$ cat config.mk
export PLATFORM = sky130hd
export DESIGN_NAME = flit_input_buffer
export DESIGN_NICKNAME = d
export VERILOG_FILES = /design/src/rtl/router_pkg.sv /design/src/rtl/flit_input_buffer.sv
export SDC_FILE = /design/constraint.sdc
export NUM_CORES = 1
export LEC_CHECK = 0
export BUFFER_PORTS_ARGS = -buffer_cell sky130_fd_sc_hd__buf_4
export CAP_MARGIN = 25
export CORE_MARGIN = 1
export CORE_UTILIZATION = 39
export CTS_BUF_LIST = sky130_fd_sc_hd__clkbuf_16
export CTS_CLUSTER_DIAMETER = 60
export CTS_CLUSTER_SIZE = 28
export DETAILED_ROUTE_END_ITERATION = 8
export SLEW_MARGIN = 20
export SYNTH_ARGS = -nofsm -noshare
export SYNTH_HDL_FRONTEND = slang
export SYNTH_SLANG_ARGS = --single-unit
$ cat constraint.sdc
create_clock -name clk -period 4.5 [get_ports clk]
set_input_delay 0.45 -clock clk [delete_from_list [all_inputs] [get_ports clk]]
set_output_delay 0.45 -clock clk [all_outputs]
set_load 0.005 [all_outputs]
$ cat src/rtl/router_pkg.sv
// Shared router definitions: flit geometry, field offsets and the flit type.
package router_pkg;

  localparam int unsigned FLIT_WIDTH = 32;
  localparam int unsigned FIFO_DEPTH = 4;

  // Flit field offsets
  localparam int unsigned GOLD_POS   = 0;
  localparam int unsigned SEQ_LSB    = 1;
  localparam int unsigned SEQ_W      = 7;

  typedef logic [FLIT_WIDTH-1:0] flit_t;

  // Extract the golden flag from a flit
  function automatic logic flit_is_golden(input flit_t f);
    return f[GOLD_POS];
  endfunction

endpackage

$ cat src/rtl/flit_input_buffer.sv
// Per-port input FIFO feeding one input of the golden-flit arbiter.
// Returns one credit per popped slot and flags overflow/underflow stickily.
module flit_input_buffer
  import router_pkg::*;
#(
  parameter int unsigned FLIT_W   = FLIT_WIDTH,
  parameter int unsigned DEPTH    = FIFO_DEPTH,
  parameter int unsigned GOLD_BIT = GOLD_POS
) (
  input  logic                       clk,
  input  logic                       rst,
  input  logic [FLIT_W-1:0]          in_flit,
  input  logic                       in_valid,
  output logic                       in_ready,
  output logic [FLIT_W-1:0]          head_flit,
  output logic                       head_valid,
  output logic                       head_golden,
  input  logic                       head_pop,
  output logic                       credit_out,
  output logic [$clog2(DEPTH):0]     count,
  output logic                       err_ovf,
  output logic                       err_udf
);

  localparam int unsigned PTR_W = $clog2(DEPTH);
  localparam int unsigned CNT_W = PTR_W + 1;

  logic [FLIT_W-1:0] mem [DEPTH];
  logic [PTR_W-1:0]  rd_ptr;
  logic [PTR_W-1:0]  wr_ptr;
  logic              push;
  logic              pop;

  // Status and head outputs come only from registered count/pointers/storage
  always_comb begin
    in_ready    = (count < CNT_W'(DEPTH));
    head_valid  = (count != '0);
    head_flit   = mem[rd_ptr];
    head_golden = head_valid & head_flit[GOLD_BIT];
    push        = in_valid & in_ready;
    pop         = head_pop & head_valid;
  end

  // Storage write; not reset, contents are qualified by count
  always_ff @(posedge clk) begin
    if (push) begin
      mem[wr_ptr] <= in_flit;
    end
  end

  // Pointers, occupancy, credit pulse and sticky protocol errors
  always_ff @(posedge clk) begin
    if (rst) begin
      rd_ptr     <= '0;
      wr_ptr     <= '0;
      count      <= '0;
      credit_out <= 1'b0;
      err_ovf    <= 1'b0;
      err_udf    <= 1'b0;
    end else begin
      if (push) begin
        wr_ptr <= wr_ptr + PTR_W'(1);
      end
      if (pop) begin
        rd_ptr <= rd_ptr + PTR_W'(1);
      end
      if (push && !pop) begin
        count <= count + CNT_W'(1);
      end else if (pop && !push) begin
        count <= count - CNT_W'(1);
      end
      credit_out <= pop;
      if (in_valid && !in_ready) begin
        err_ovf <= 1'b1;
      end
      if (head_pop && !head_valid) begin
        err_udf <= 1'b1;
      end
    end
  end

endmodule

Word level (Yosys, flattened, before mapping)
Memory sizes are Yosys's and may differ from the RTL's. A register that Yosys moved wholly into a read port is not among the register bits.
Cells that the tools add are included.
{"block": "word_totals", "regBits": 10, "word_cells": 31, "ram_bits": 128, "out_inout_bits": 41, "inputBits": 36, "n_memories": 1}
{"memory": "mem", "words": 4, "width": 32, "read_ports": 1, "rd_ports_with_merged_regs": 1, "write_ports": 1, "line": "flit_input_buffer.sv:28", "text": "logic [FLIT_W-1:0] mem [DEPTH];"}
{"block": "classes", "bitwise": 3, "add_sub_neg": 4, "muxes": 6, "n_reduce_logical": 10, "magnitude_cmp": 1}
{"op": "3-bit two-way mux", "n": 2}
{"op": "2-bit by 1-bit adder with 2-bit output, second input constant", "n": 2}
{"op": "1-bit logical AND", "n": 4}
{"op": "1-bit zero test", "n": 4}
{"op": "2-bit two-way mux", "n": 2}
{"op": "3-bit by 1-bit adder with 3-bit output, second input constant", "n": 1}
{"op": "1-bit bitwise AND", "n": 3}
{"op": "3-bit less-than comparator, second input constant", "n": 1}
{"op": "3-bit nonzero test", "n": 1}
{"op": "3-bit by 1-bit subtractor with 3-bit output, second input constant", "n": 1}
{"op": "1-bit two-way mux", "n": 2}
{"op": "2-bit nonzero test", "n": 1}

Longest topological paths before layout
{"block": "logic_depth", "word_depth": 6, "depth_mapped": 8}

Worst setup path before layout
Ideal clock, no wire load.
{"block": "synth_path", "path_kind": "flip-flop to flip-flop", "startpoint": "register count[2]", "endpoint": "register count[2]", "path_stages_with_launch": 8, "setup_ns": 0.070, "setup_slack_ns": 2.544, "arrival_ns": 1.886, "synth_period_minus_slack_ns": 1.956, "cell_sequence": "dfxtp_1 o31ai_4 ha_1 inv_1 fa_1 xor2_1 or3_1 a21oi_1"}
{"block": "synth_via", "elab_chain_len": 5, "word_cells_on_any_way": 13, "cone_classes": "add/sub (2); order compare (1); mux (2); bitwise (2); reduce/logical (6)"}
{"item": "start, declared", "line": "flit_input_buffer.sv:20", "text": "output logic [$clog2(DEPTH):0] count,"}
{"item": "start signal, assigned", "line": "flit_input_buffer.sv:68", "text": "count <= count + CNT_W'(1);"}
{"item": "start signal, assigned", "line": "flit_input_buffer.sv:70", "text": "count <= count - CNT_W'(1);"}
{"item": "3-bit less-than comparator or 3-bit nonzero test (tied branches)", "line": "flit_input_buffer.sv:36, flit_input_buffer.sv:37"}
{"item": "1-bit bitwise AND, on equally long branches", "line": "flit_input_buffer.sv:40, flit_input_buffer.sv:41"}
{"item": "1-bit zero test, on equally long branches", "line": "flit_input_buffer.sv:69, flit_input_buffer.sv:67"}
{"item": "1-bit logical AND, on equally long branches", "line": "flit_input_buffer.sv:69, flit_input_buffer.sv:67"}
{"item": "2-bit nonzero test (no line) or 3-bit two-way mux (tied branches)"}
Parallel ways exist; a longest one is shown, timed or not. The select of a mux whose other input is x is not followed.
A chain may end at the register's enable or synchronous reset.

==> impl_metrics.py <==
metrics = {
    "global_routing": {
        "grt_pass1_wl_um": 13000,
        "grt_pass1_vias": 2398,
        "grt.total_usage": 0.138,
        "grt_max_degree": 33,
        "overflow": 0,
        "antenna_found_initial": 0,
    },
    "timing": {
        "finalSetupViolations": 0,
        "fmax_mhz": 360,
        "final_hold_viol_count": 0,
        "rsz0062_at_grt": "false",
        "final.setup.tns_ns": 0,
        "whs_ns": 0.233,
        "maxSlewViolCount": 0,
        "finalCriticalPeriod_ns": 2.78,
        "setup_ws_ns": 1.72,
        "slew_headroom": 0.391,
        "worst_pin_slew_ns": 0.914,
        "clock_skew_ns": 0.00505,
        "fin_crit_sh": 0.617,
    },
    "floorplan": {
        "initial_utilization": 0.405,
        "fp.coreArea_mm2": 0.0128,
        "die_h_um": 117,
        "io_pins": 77,
        "core.rowCount": 41,
        "dieArea_mm2": 0.0137,
        "die_w_um": 117,
    },
    "route": {
        "ant_nets": 0,
        "drtIter0Drc": 108,
        "drt-wirelength-per-cell_um": 17.5,
        "drt-total-wl_um": 8680,
        "via_count": 2369,
        "avgViaCountPerCell": 4.79,
        "firstDrtPassIters": 4,
        "drc": 0,
    },
    "logic_synthesis": {
        "yosysTopAreaCell": "edfxtp_1",
        "synth_common_cells": "edfxtp_1, mux4_2, dfxtp_1",
        "yosysSeqAreaShare": 0.789,
        "async_flop_share": 0,
        "syn_nets": 265,
        "synth_cell_type_count": 21,
        "synth_area_leaders": "edfxtp_1, mux4_2, dfxtp_1",
        "yosysTopAreaCellShare": 0.743,
        "avgSynthCellArea_um2": 23.2,
        "synth_edf_count": 128,
        "synth_most_common_cell": "edfxtp_1",
        "ys_ff_latch": 140,
        "synth_ff_type": "edfxtp_1",
        "synth_area_mm2": 0.00517,
        "yosysWarnings": 0,
        "synthCells": 223,
    },
    "setup_path": {
        "critPathCaptureType": "output port",
        "required_ns": 4.05,
        "crit_fanout": 18,
        "critPathLaunchType": "flip-flop",
        "cp.arrival_ns": 2.33,
        "path_class": "reg2out",
    },
    "final_layout": {
        "fillers": 1028,
        "diodes": 0,
        "multi_input_area_mm2": 0.00101,
        "fin_nets": 352,
        "stdcell_count": 495,
        "drive_gt1_frac": 0.452,
        "seq_area_mm2": 0.00409,
        "syn2layout_area_growth_pct": 26.2,
    },
    "clocking": {
        "clock_latency_ns": 0.41,
        "h-tree-depth": 4,
        "cts_setup_buffers": 0,
        "cts_buffer_depth": 2,
        "ctsHoldBuffers": 0,
        "cts_sinks": 140,
        "cts-buffers-inserted": 17,
        "cts_tree": "built",
        "ctsResizeCount": 0,
        "clk_pin_slew_ns": 0.06,
        "clockRootBuffer": "clkbuf_16",
    },
    "min_path": {
        "holdCritPathClass": "in2reg",
    },
    "flow_run": {
        "max_cap_viol_count": 0,
    },
    "power": {
        "power.density_mw_per_mm2": 606,
        "leakage_uw": 0.00226,
        "ir_drop_mv": 0.471,
    },
    "placement": {
        "place_inst": 463,
        "dp_hpwl_um": 5090,
        "io_buffers": 76,
        "gp_congestion": 0.691,
        "place_worst_setup_slack_ns": 2.06,
    },
    "status": {
        "outcome": "finished, final reports clean",
    },
}
[worst paths after layout]
kind	from	end	slack, ns	cells past startpoint
worst min-delay path	in_flit[2]	mem[1][2]$_DFFE_PP_	0.23	1
worst max-delay path	flip-flop	head_flit[19]	1.72	3
worst min register to register	err_ovf$_SDFFE_PP0P_	err_ovf$_SDFFE_PP0P_	0.48	2
worst max register to register	count[2]$_SDFFE_PP0P_	count[2]$_SDFFE_PP0P_	2.18	7
[through the flow]
stage | util | area (um2) | power, uW
after global routing | 0.511 | 6530 | 4140
after global placement | 0.462 | 5910 | 2560
after floorplan | - | 5170 | 2190
after detailed placement | 0.462 | 5910 | 2570
final | 0.511 | 6530 | 3960
after CTS | 0.511 | 6530 | 4020
[where the power goes]
group | total, uW | switching (uW) | internal (uW)
clock network | 1440 | 518 | 926
registers | 1710 | 120 | 1590
logic | 800 | 313 | 486
[layout make-up]
| cell class | count | area share |
|---|---|---|
| multi-input combinational | 69 | 0.154 |
| timing repair buffer | 77 | 0.0885 |
| inverter | 5 | 0.00287 |
| sequential | 140 | 0.626 |
| clock buffer | 17 | 0.0652 |
| clock inverter | 15 | 0.0301 |
| tap | 172 | 0.0330 |
[layer usage]
| metal | GRT usage | up-vias | share of wire |
|---|---|---|---|
| li1 | - | 1090 | - |
| met1 | 0.165 | 1199 | 0.43 |
| met2 | 0.216 | 65 | 0.49 |
| met3 | 0.0546 | 15 | 0.060 |
| met4 | 0.0734 | 0 | 0.019 |
| met5 | 0 | - | 0 |
[placed cells by master (no fill, tap or decap)]
master	n
inv_6	2
nor2b_1	1
edfxtp_1	128
nor3_1	1
o311ai_1	1
o31ai_4	1
clkbuf_16	17
clkinv_2	2
dfxtp_1	10
clkinv_1	1
nor2_1	10
dfxtp_2	2
buf_4	77
xnor2_1	1
ha_1	5
mux2i_1	2
and2_2	4
xor2_1	4
inv_1	6
clkinvlp_4	2
a21oi_1	3
or3_1	1
and2_1	1
fa_1	1
bufinv_16	4
o21ai_0	1
clkinv_4	3
mux4_2	32
[state kept, by name, summed over array words and instances (netlist names), named ones only]
signal,count
rd_ptr,2
err_udf,1
wr_ptr,2
mem,128
credit_out,1
count,3
err_ovf,1
[cells by family (layout without fill, tap and decap cells)]
group,after synthesis,count (layout),synth area share
multiplexers,34,34,0.143
AO/OA/AOI/OAI,6,6,0.00967
AND/OR/NAND/NOR,18,18,0.0167
XOR/XNOR,5,5,0.00846
buffers and inverters,14,114,0.0169
adder cells (fa/ha/maj),6,6,0.0160
flip-flops,140,140,0.789
[worst max-delay path, stage by stage, from the launching register on]
cell and delay [ns]:
dfxtp_2 0.75, buf_4 0.44, mux4_2 0.56, buf_4 0.15
Note: power is estimated with default switching activity, not from simulation.
